## src/rtl/instr_sequencer_if.sv

```systemverilog
// Instruction-memory fetch bus: variable-latency req/valid handshake.
// The sequencer is the master (drives req/addr); the memory is the slave.
interface instr_sequencer_if #(
  parameter int unsigned OP_W  = 4,
  parameter int unsigned IMM_W = 12,
  parameter int unsigned PC_W  = 8
);
  localparam int unsigned WordW = OP_W + IMM_W + 17;

  logic             imem_req;
  logic [PC_W-1:0]  imem_addr;
  logic             imem_valid;
  logic [WordW-1:0] imem_data;

  modport master (
    output imem_req,
    output imem_addr,
    input  imem_valid,
    input  imem_data
  );

  modport slave (
    input  imem_req,
    input  imem_addr,
    output imem_valid,
    output imem_data
  );
endinterface

```

## src/rtl/instr_sequencer.sv

```systemverilog
// Program sequencer in front of the single-cycle datapath.
// Fetches packed words {op, dst, src1, has_immediate, src2, imm, ebreak} over a
// req/valid bus, strobes reg_write_enable for one cycle per instruction and stops
// on EBREAK. Supports free-run and single-step operation.
// Optional feature macro: PERF_COUNTERS_EN (retired / stall_cycles counters).
module instr_sequencer #(
  parameter int unsigned OP_W     = 4,
  parameter int unsigned IMM_W    = 12,
  parameter int unsigned PC_W     = 8,
  parameter int unsigned RESET_PC = 0
) (
  input  logic              clk,
  input  logic              rst,
  input  logic              start,
  input  logic              step_mode,
  input  logic              step,
  instr_sequencer_if.master imem,
  output logic [OP_W-1:0]   op,
  output logic [4:0]        dst,
  output logic [4:0]        src1,
  output logic [4:0]        src2,
  output logic              has_immediate,
  output logic [IMM_W-1:0]  imm,
  output logic              reg_write_enable,
  output logic [PC_W-1:0]   pc,
  output logic              busy,
  output logic              halted,
  output logic [31:0]       retired,
  output logic [31:0]       stall_cycles
);

  localparam int unsigned WordW = OP_W + IMM_W + 17;
  localparam logic [PC_W-1:0] ResetPc = PC_W'(RESET_PC);

  typedef enum logic [2:0] {
    StIdle,
    StFetch,
    StExec,
    StPause,
    StHalted
  } state_e;

  state_e           state_q, state_d;
  logic [PC_W-1:0]  pc_q, pc_d;
  // The ebreak bit only steers the FSM, so the instruction register omits it.
  logic [WordW-1:1] ir_q, ir_d;
  logic             start_accepted;

  assign start_accepted = start && ((state_q == StIdle) || (state_q == StHalted));

  // Next-state, program counter and instruction-register load.
  always_comb begin
    state_d = state_q;
    pc_d    = pc_q;
    ir_d    = ir_q;
    unique case (state_q)
      StIdle, StHalted: begin
        if (start_accepted) begin
          pc_d    = ResetPc;
          state_d = StFetch;
        end
      end
      StFetch: begin
        if (imem.imem_valid) begin
          ir_d    = imem.imem_data[WordW-1:1];
          state_d = imem.imem_data[0] ? StHalted : StExec;
        end
      end
      StExec: begin
        pc_d    = pc_q + PC_W'(1);
        state_d = step_mode ? StPause : StFetch;
      end
      StPause: begin
        if (step) begin
          state_d = StFetch;
        end
      end
      default: state_d = StIdle;
    endcase
  end

  // State register with synchronous reset.
  always_ff @(posedge clk) begin
    if (rst) begin
      state_q <= StIdle;
      pc_q    <= ResetPc;
      ir_q    <= '0;
    end else begin
      state_q <= state_d;
      pc_q    <= pc_d;
      ir_q    <= ir_d;
    end
  end

  assign imem.imem_req  = (state_q == StFetch);
  assign imem.imem_addr = pc_q;

  assign op            = ir_q[WordW-1:IMM_W+17];
  assign dst           = ir_q[IMM_W+16:IMM_W+12];
  assign src1          = ir_q[IMM_W+11:IMM_W+7];
  assign has_immediate = ir_q[IMM_W+6];
  assign src2          = ir_q[IMM_W+5:IMM_W+1];
  assign imm           = ir_q[IMM_W:1];

  assign reg_write_enable = (state_q == StExec);
  assign pc               = pc_q;
  assign busy             = (state_q == StFetch) || (state_q == StExec) || (state_q == StPause);
  assign halted           = (state_q == StHalted);

`ifdef PERF_COUNTERS_EN
  logic [31:0] retired_q, retired_d;
  logic [31:0] stall_q, stall_d;

  // Saturating performance counters, cleared by an accepted start.
  always_comb begin
    retired_d = retired_q;
    stall_d   = stall_q;
    if (start_accepted) begin
      retired_d = '0;
      stall_d   = '0;
    end else begin
      if ((state_q == StExec) && (retired_q != '1)) begin
        retired_d = retired_q + 32'd1;
      end
      if ((state_q == StFetch) && (stall_q != '1)) begin
        stall_d = stall_q + 32'd1;
      end
    end
  end

  // Counter registers.
  always_ff @(posedge clk) begin
    if (rst) begin
      retired_q <= '0;
      stall_q   <= '0;
    end else begin
      retired_q <= retired_d;
      stall_q   <= stall_d;
    end
  end

  assign retired      = retired_q;
  assign stall_cycles = stall_q;
`else
  assign retired      = '0;
  assign stall_cycles = '0;
`endif

endmodule
```

## src/flat_wrapper.sv

```systemverilog
// flat-port wrapper written by rule: the top's interface ports become plain ports
module instr_sequencer_flat 
#(
  parameter int unsigned OP_W     = 4,
  parameter int unsigned IMM_W    = 12,
  parameter int unsigned PC_W     = 8,
  parameter int unsigned RESET_PC = 0
)
  (clk, rst, start, step_mode, step, op, dst, src1, src2, has_immediate, imm, reg_write_enable, pc, busy, halted, retired, stall_cycles, imem_imem_req, imem_imem_addr, imem_imem_valid, imem_imem_data);
  instr_sequencer_if #(.OP_W(OP_W), .IMM_W(IMM_W), .PC_W(PC_W)) imem_i ();
  input  logic clk;
  input  logic rst;
  input  logic start;
  input  logic step_mode;
  input  logic step;
  output logic [OP_W-1:0] op;
  output logic [4:0] dst;
  output logic [4:0] src1;
  output logic [4:0] src2;
  output logic has_immediate;
  output logic [IMM_W-1:0] imm;
  output logic reg_write_enable;
  output logic [PC_W-1:0] pc;
  output logic busy;
  output logic halted;
  output logic [31:0] retired;
  output logic [31:0] stall_cycles;
  output wire logic [$bits(imem_i.imem_req)-1:0] imem_imem_req;
  output wire logic [$bits(imem_i.imem_addr)-1:0] imem_imem_addr;
  input wire logic [$bits(imem_i.imem_valid)-1:0] imem_imem_valid;
  input wire logic [$bits(imem_i.imem_data)-1:0] imem_imem_data;
  assign imem_imem_req = imem_i.imem_req;
  assign imem_imem_addr = imem_i.imem_addr;
  assign imem_i.imem_valid = imem_imem_valid;
  assign imem_i.imem_data = imem_imem_data;
  instr_sequencer #(.OP_W(OP_W), .IMM_W(IMM_W), .PC_W(PC_W), .RESET_PC(RESET_PC)) u_core (.clk(clk), .rst(rst), .start(start), .step_mode(step_mode), .step(step), .imem(imem_i), .op(op), .dst(dst), .src1(src1), .src2(src2), .has_immediate(has_immediate), .imm(imm), .reg_write_enable(reg_write_enable), .pc(pc), .busy(busy), .halted(halted), .retired(retired), .stall_cycles(stall_cycles));
endmodule
```

## config.mk

```make
export PLATFORM = sky130hd
export DESIGN_NAME = instr_sequencer_flat
export DESIGN_NICKNAME = d
export VERILOG_FILES = /design/src/rtl/instr_sequencer_if.sv /design/src/rtl/instr_sequencer.sv /design/src/flat_wrapper.sv
export SDC_FILE = /design/constraint.sdc
export NUM_CORES = 1
export LEC_CHECK = 0
export CAP_MARGIN = 20
export CORE_AREA = 2 2 73 92
export DETAILED_ROUTE_END_ITERATION = 10
export DIE_AREA = 0 0 75 94
export PLACE_DENSITY = 0.8
export SLEW_MARGIN = 20
export SYNTH_ARGS = -nofsm -noshare
export SYNTH_HDL_FRONTEND = slang
export SYNTH_SLANG_ARGS = --single-unit
```

## constraint.sdc

```tcl
create_clock -name clk -period 2.3 [get_ports clk]
set_input_delay 0.23 -clock clk [delete_from_list [all_inputs] [get_ports clk]]
set_output_delay 0.23 -clock clk [all_outputs]
set_load 0.02 [all_outputs]
```

# Yosys cells after proc, flatten, opt, wreduce, memory -nomap -nowiden
# Index checks and enable logic that the tools add are counted.
[classes]
add_sub_neg = 1
mul = 0
n_div = 0
magnitude_cmp = 0
eq_ne = 7
n_shift = 0
mux = 8
bitwise_logic = 0
n_reduce_logical = 10
[ops]
columns = ["operator", "n"]
rows = [
  ["one-hot mux 8 bit (2 select lines)", 1],
  ["2-to-1 mux 3 bit", 4],
  ["one-hot mux 3 bit (4 select lines)", 1],
  ["adder 8 x 1 -> 8 bit, second input constant", 1],
  ["2-to-1 mux 8 bit", 1],
  ["equality test 3 x 2 -> 1 bit, second input constant", 2],
  ["inequality test 2 x 1 -> 1 bit, second input constant", 2],
  ["AND reduction 2 bit", 2],
  ["equality test 3 x 1 -> 1 bit, second input constant", 1],
  ["equality test 3 bit, second input constant", 1],
  ["logical NOT 3 bit", 1],
  ["logical OR 1 bit", 3],
  ["AND reduction 3 bit", 1],
  ["2-to-1 mux 2 bit", 1],
  ["inequality test 2 bit, second input constant", 1],
  ["nonzero test 2 bit", 1],
  ["OR reduction 2 bit", 1],
  ["logical AND 1 bit", 1],
]
[totals]
regBits = 43
latch_bits = 0
mem_bits_rw = 0
romBits = 0
output_inout_bits = 116
wordCells = 29
mem_count = 0

# Logic depth before layout (Yosys ltp)
[logic_depth]
ltp_word = 5
depth_mapped = 6
depth_no_buf = 4

# Worst setup path after synthesis
# No wires, ideal clock.
[synth_timing]
path_kind = "register to register"
start = "register u_core.state_q[2]"
end = "register u_core.ir_q[10] (netlist name)"
setup_time_ns = 0.071
arrival_ns = 1.343
t_required_ns = 2.229
setup_slack_ns = 0.886
stages_incl_launch_ff = 7
n_path_buf = 2
cell_sequence = "dfxtp_1 > nor3b_2 > and2_1 > buf_6 > buf_6 > nand2_1 > a21oi_2"
[synth_between]
elab_chain_len = 2
[synth_rtl]
columns = ["element", "line", "rtl"]
rows = [
  ["from (decl)", "instr_sequencer.sv:43", "state_e state_q, state_d;"],
  ["from (signal assigned)", "instr_sequencer.sv:85", "state_q <= StIdle;"],
  ["from (signal assigned)", "instr_sequencer.sv:89", "state_q <= state_d;"],
  ["equality test 3 x 1 -> 1 bit", "n/a", ""],
  ["named net imem_imem_req", "flat_wrapper.sv:28", "output wire logic [$bits(imem_i.imem_req)-1:0] imem_imem_req;"],
  ["AND reduction 2 bit (no line)", "n/a", ""],
  ["to (signal assigned)", "instr_sequencer.sv:91", "ir_q <= ir_d;"],
  ["to (decl)", "instr_sequencer.sv:46", "logic [WordW-1:1] ir_q, ir_d;"],
]
# The timed path passes the listed nets, and every way through them passes these cells.
# A chain may end at the register's enable or synchronous reset.

# Worst setup path in the final report
[layout_timing]
start = "register u_core.state_q[1]"
end = "output port reg_write_enable"
[layout_between]
elab_chain_len = 1
[layout_rtl]
columns = ["element", "line", "rtl"]
rows = [
  ["equality test 3 x 2 -> 1 bit", "instr_sequencer.sv:105", "assign reg_write_enable = (state_q == StExec);"],
  ["to (decl)", "flat_wrapper.sv:22", "output logic reg_write_enable;"],
]
# Every way passes these cells.

==> metrics.md <==
| Metric | Value |
|---|---|
| Seq cells post-synth | `43` |
| Synth Warn # | `0` |
| Final GP Congestion | `0.797` |
| Min-Delay Endpoint | `u_core.ir_q[10]` |
| CP bufs+invs | `1` |
| FMAX | `0.495 GHz` |
| Worst EP arrival | `1.79 ns` |
| Setup CP Type | `flip-flop to output pin` |
| Min-delay src | `rst` |
| Iteration-0 DRC Markers | `54` |
| Die width | `75 um` |
| Inserted Diodes | `0` |
| H-tree levels | `2` |
| Clk_lat worst skew | `0.29 ns` |
| Synth cell types | `34` |
| Hold Path Depth | `2` |
| Non-Filler Instances | `446` |
| Max-slew violations | `0` |
| Hold_buf cts | `0` |
| R2R depth | `5` |
| Num CTS Buffers | `5` |
| Req. time, crit path | `2.07 ns` |
| Asr flop ratio synth | `0%` |
| Critical Path Sink Type | `output pin` |
| Routed WL | `5.09 mm` |
| Most frequent cell after synthesis | `buf_4` |
| Max_cap viols | `0` |
| Number of global-route vias before repair | `1790` |
| RSZ-0062 raised after global routing | `no` |
| Fill cells | `617` |
| CP cell instances | `nor3b_2, clkdlybuf4s50_1` |
| Dpl ws | `0.596 ns` |
| Post-CTS resize count | `0` |
| Die height | `94 um` |
| Top Family by Delay on Critical Path | `buffers and inverters` |
| Remaining DRCs | `0` |
| Clock transition at path regs | `0.08 ns` |
| TritonCTS clock tree | `built` |
| Vias/cell | `4.40` |
| Final instance area | `0.00305 mm2` |
| RR Startpoint | `u_core.state_q[1]` |
| Relative slew slack | `64.1%` |
| Row count | `32` |
| HPWL after detailed placement | `3.74 mm` |
| Initial antenna violation count | `0` |
| Worst hold slack | `0.415 ns` |
| Outcome | `completed` |
| Gr ovfl total | `0` |
| Initial Util | `38.3%` |
| Top post-synthesis cells by area | `dfxtp_1 (37%), buf_4 (23%), nand2_1 (11%), a21oi_2 (7.1%), a21oi_1 (4.1%)` |
| Leak Pwr | `1.13 nW` |
| HP Class | `input pin to flip-flop` |
| Yosys top cell by area | `dfxtp_1` |
| Post-synth top flop | `dfxtp_1` |
| Detail Route Antenna Nets | `0` |
| Worst Tran Pin Value | `0.538 ns` |
| Clk buf depth | `2` |
| PnR Total Power | `1.61 mW` |
| Reg2reg end | `u_core.imem.imem_addr[4]` |
| Mapped Cells | `283` |
| Clock Sinks | `43` |
| Final net count | `400` |
| Largest net degree at the start of global routing | `33` |
| Commonest cells post-synth | `buf_4 (73), nand2_1 (70), dfxtp_1 (43), a21oi_1 (19), a21oi_2 (19)` |
| Core Region | `0.00613 mm2` |
| Fin. Hold Viols | `0` |
| Critical Path Start Type | `flip-flop` |
| Syn Area/Cell | `8.29 um2` |
| Tmin final | `2.02 ns` |
| Reg2Reg Setup Slack | `0.68 ns` |
| Clock skew | `0.00726 ns` |
| Die area | `0.00705 mm2` |
| Vias | `1963` |
| Wire per inst | `11.4 um` |
| Postcts setup bufs | `0` |
| Core Util, Final | `49.8%` |
| Top-area cell type share of the netlist area | `36.7%` |
| CP max-delay cell | `clkdlybuf4s50_1` |
| Period utilisation layout | `87.8%` |
| Setup tns final | `0 ns` |
| Crit-path max FO | `13` |
| Power density over cell area | `526 mW/mm2` |
| Layout area overhead | `30.1%` |
| TritonRoute pass-1 iters | `4` |
| # setup viols final | `0` |
| Final WS setup | `0.280 ns` |
| Max stage delay on crit path | `0.63 ns` |
| Placed Instances | `438` |
| I/O Buffers | `90` |
| Post-synth EDFFs | `0` |
| Number of I/O pins | `155` |
| GRT Resource Usage Total | `14.7%` |
| First-pass GRT wire length | `8.02 mm` |
| Share of the yosys chip area belonging to registers | `36.7%` |
| Cell Area, Synth | `0.00234 mm2` |
| Placed cell area | `0.00297 mm2` |
| CTS root buf | `clkbuf_8` |
| Worst vdd ir | `0.000247 V` |
| Share of cells above drive strength 1 | `9.42%` |
how the worst max path moves through the flow:
stage | from | end | cells after the start
2_1_floorplan | u_core.state_q[2] | u_core.ir_q[10] | 6
3_3_place_gp | u_core.state_q[1] | reg_write_enable | 2
3_5_place_dp | u_core.state_q[1] | reg_write_enable | 2
4_1_cts | u_core.state_q[1] | reg_write_enable | 2
5_1_grt | u_core.state_q[1] | reg_write_enable | 2
6_report | u_core.state_q[1] | reg_write_enable | 2
flip-flops by register name, summed over array words and instances, names as in the netlist:
| register | cells |
|---|---|
| u_core.state_q | 3 |
| u_core.imem.imem_addr | 8 |
| u_core.ir_q | 32 |
area by class of cell:
cell class,instances,area [um2],share of cell area (%)
Clock buffer,7,76.3,2.50
Clock inverter,1,5.00,0.164
Multi-Input combinational cell,216,1080,35.3
Sequential cell,43,861,28.2
Tap cell,85,106,3.49
Timing Repair Buffer,94,926,30.3
report_power, final:
group          internal (mW)  switching, mW  leakage [nW]
combinational          0.140          0.224         0.741
sequential             0.770         0.0199         0.349
clock                  0.213          0.238        0.0422
total                   1.12          0.482          1.13
worst register-to-register path, delay by kind of cell (launching register included):
kind,cells,cell delay [ns]
muxes,1,0.29
DFF,1,0.58
buffers and inverters,1,0.20
and+or+nand+nor,3,0.49
cells by family after synthesis:
group           synth area share, %
buf+inv                        27.4
flops                          36.7
fa+ha+maj                     0.534
simple gates                   19.9
mux                           0.907
compound gates                 14.4
other cells                   0.160
layout by cell type, fill, tap and decap left out, types with 2 or more instances in the layout:
| master | count |
|---|---|
| a21oi_2 | 19 |
| dfxtp_1 | 43 |
| clkbuf_8 | 5 |
| nand2b_1 | 5 |
| a311oi_1 | 2 |
| clkdlybuf4s50_1 | 89 |
| clkbuf_1 | 2 |
| conb_1 | 64 |
| nand4_1 | 2 |
| nand4b_1 | 3 |
| nor2_1 | 5 |
| nand2_1 | 70 |
| nor3_1 | 2 |
| o31ai_1 | 3 |
| a21oi_1 | 19 |
| and2_1 | 3 |
| buf_4 | 4 |
| nor3b_2 | 2 |
| nand3_1 | 3 |
layer usage:
metal  up-vias  track usage, %  part of all wire [%]
met3         2            5.58                   8.7
li1        940               -                     -
met2        99            26.3                    52
met4         0            5.21                  0.65
met1       922            15.2                    38
met5         -               0                     0
Power figures use the tool's default switching activity.
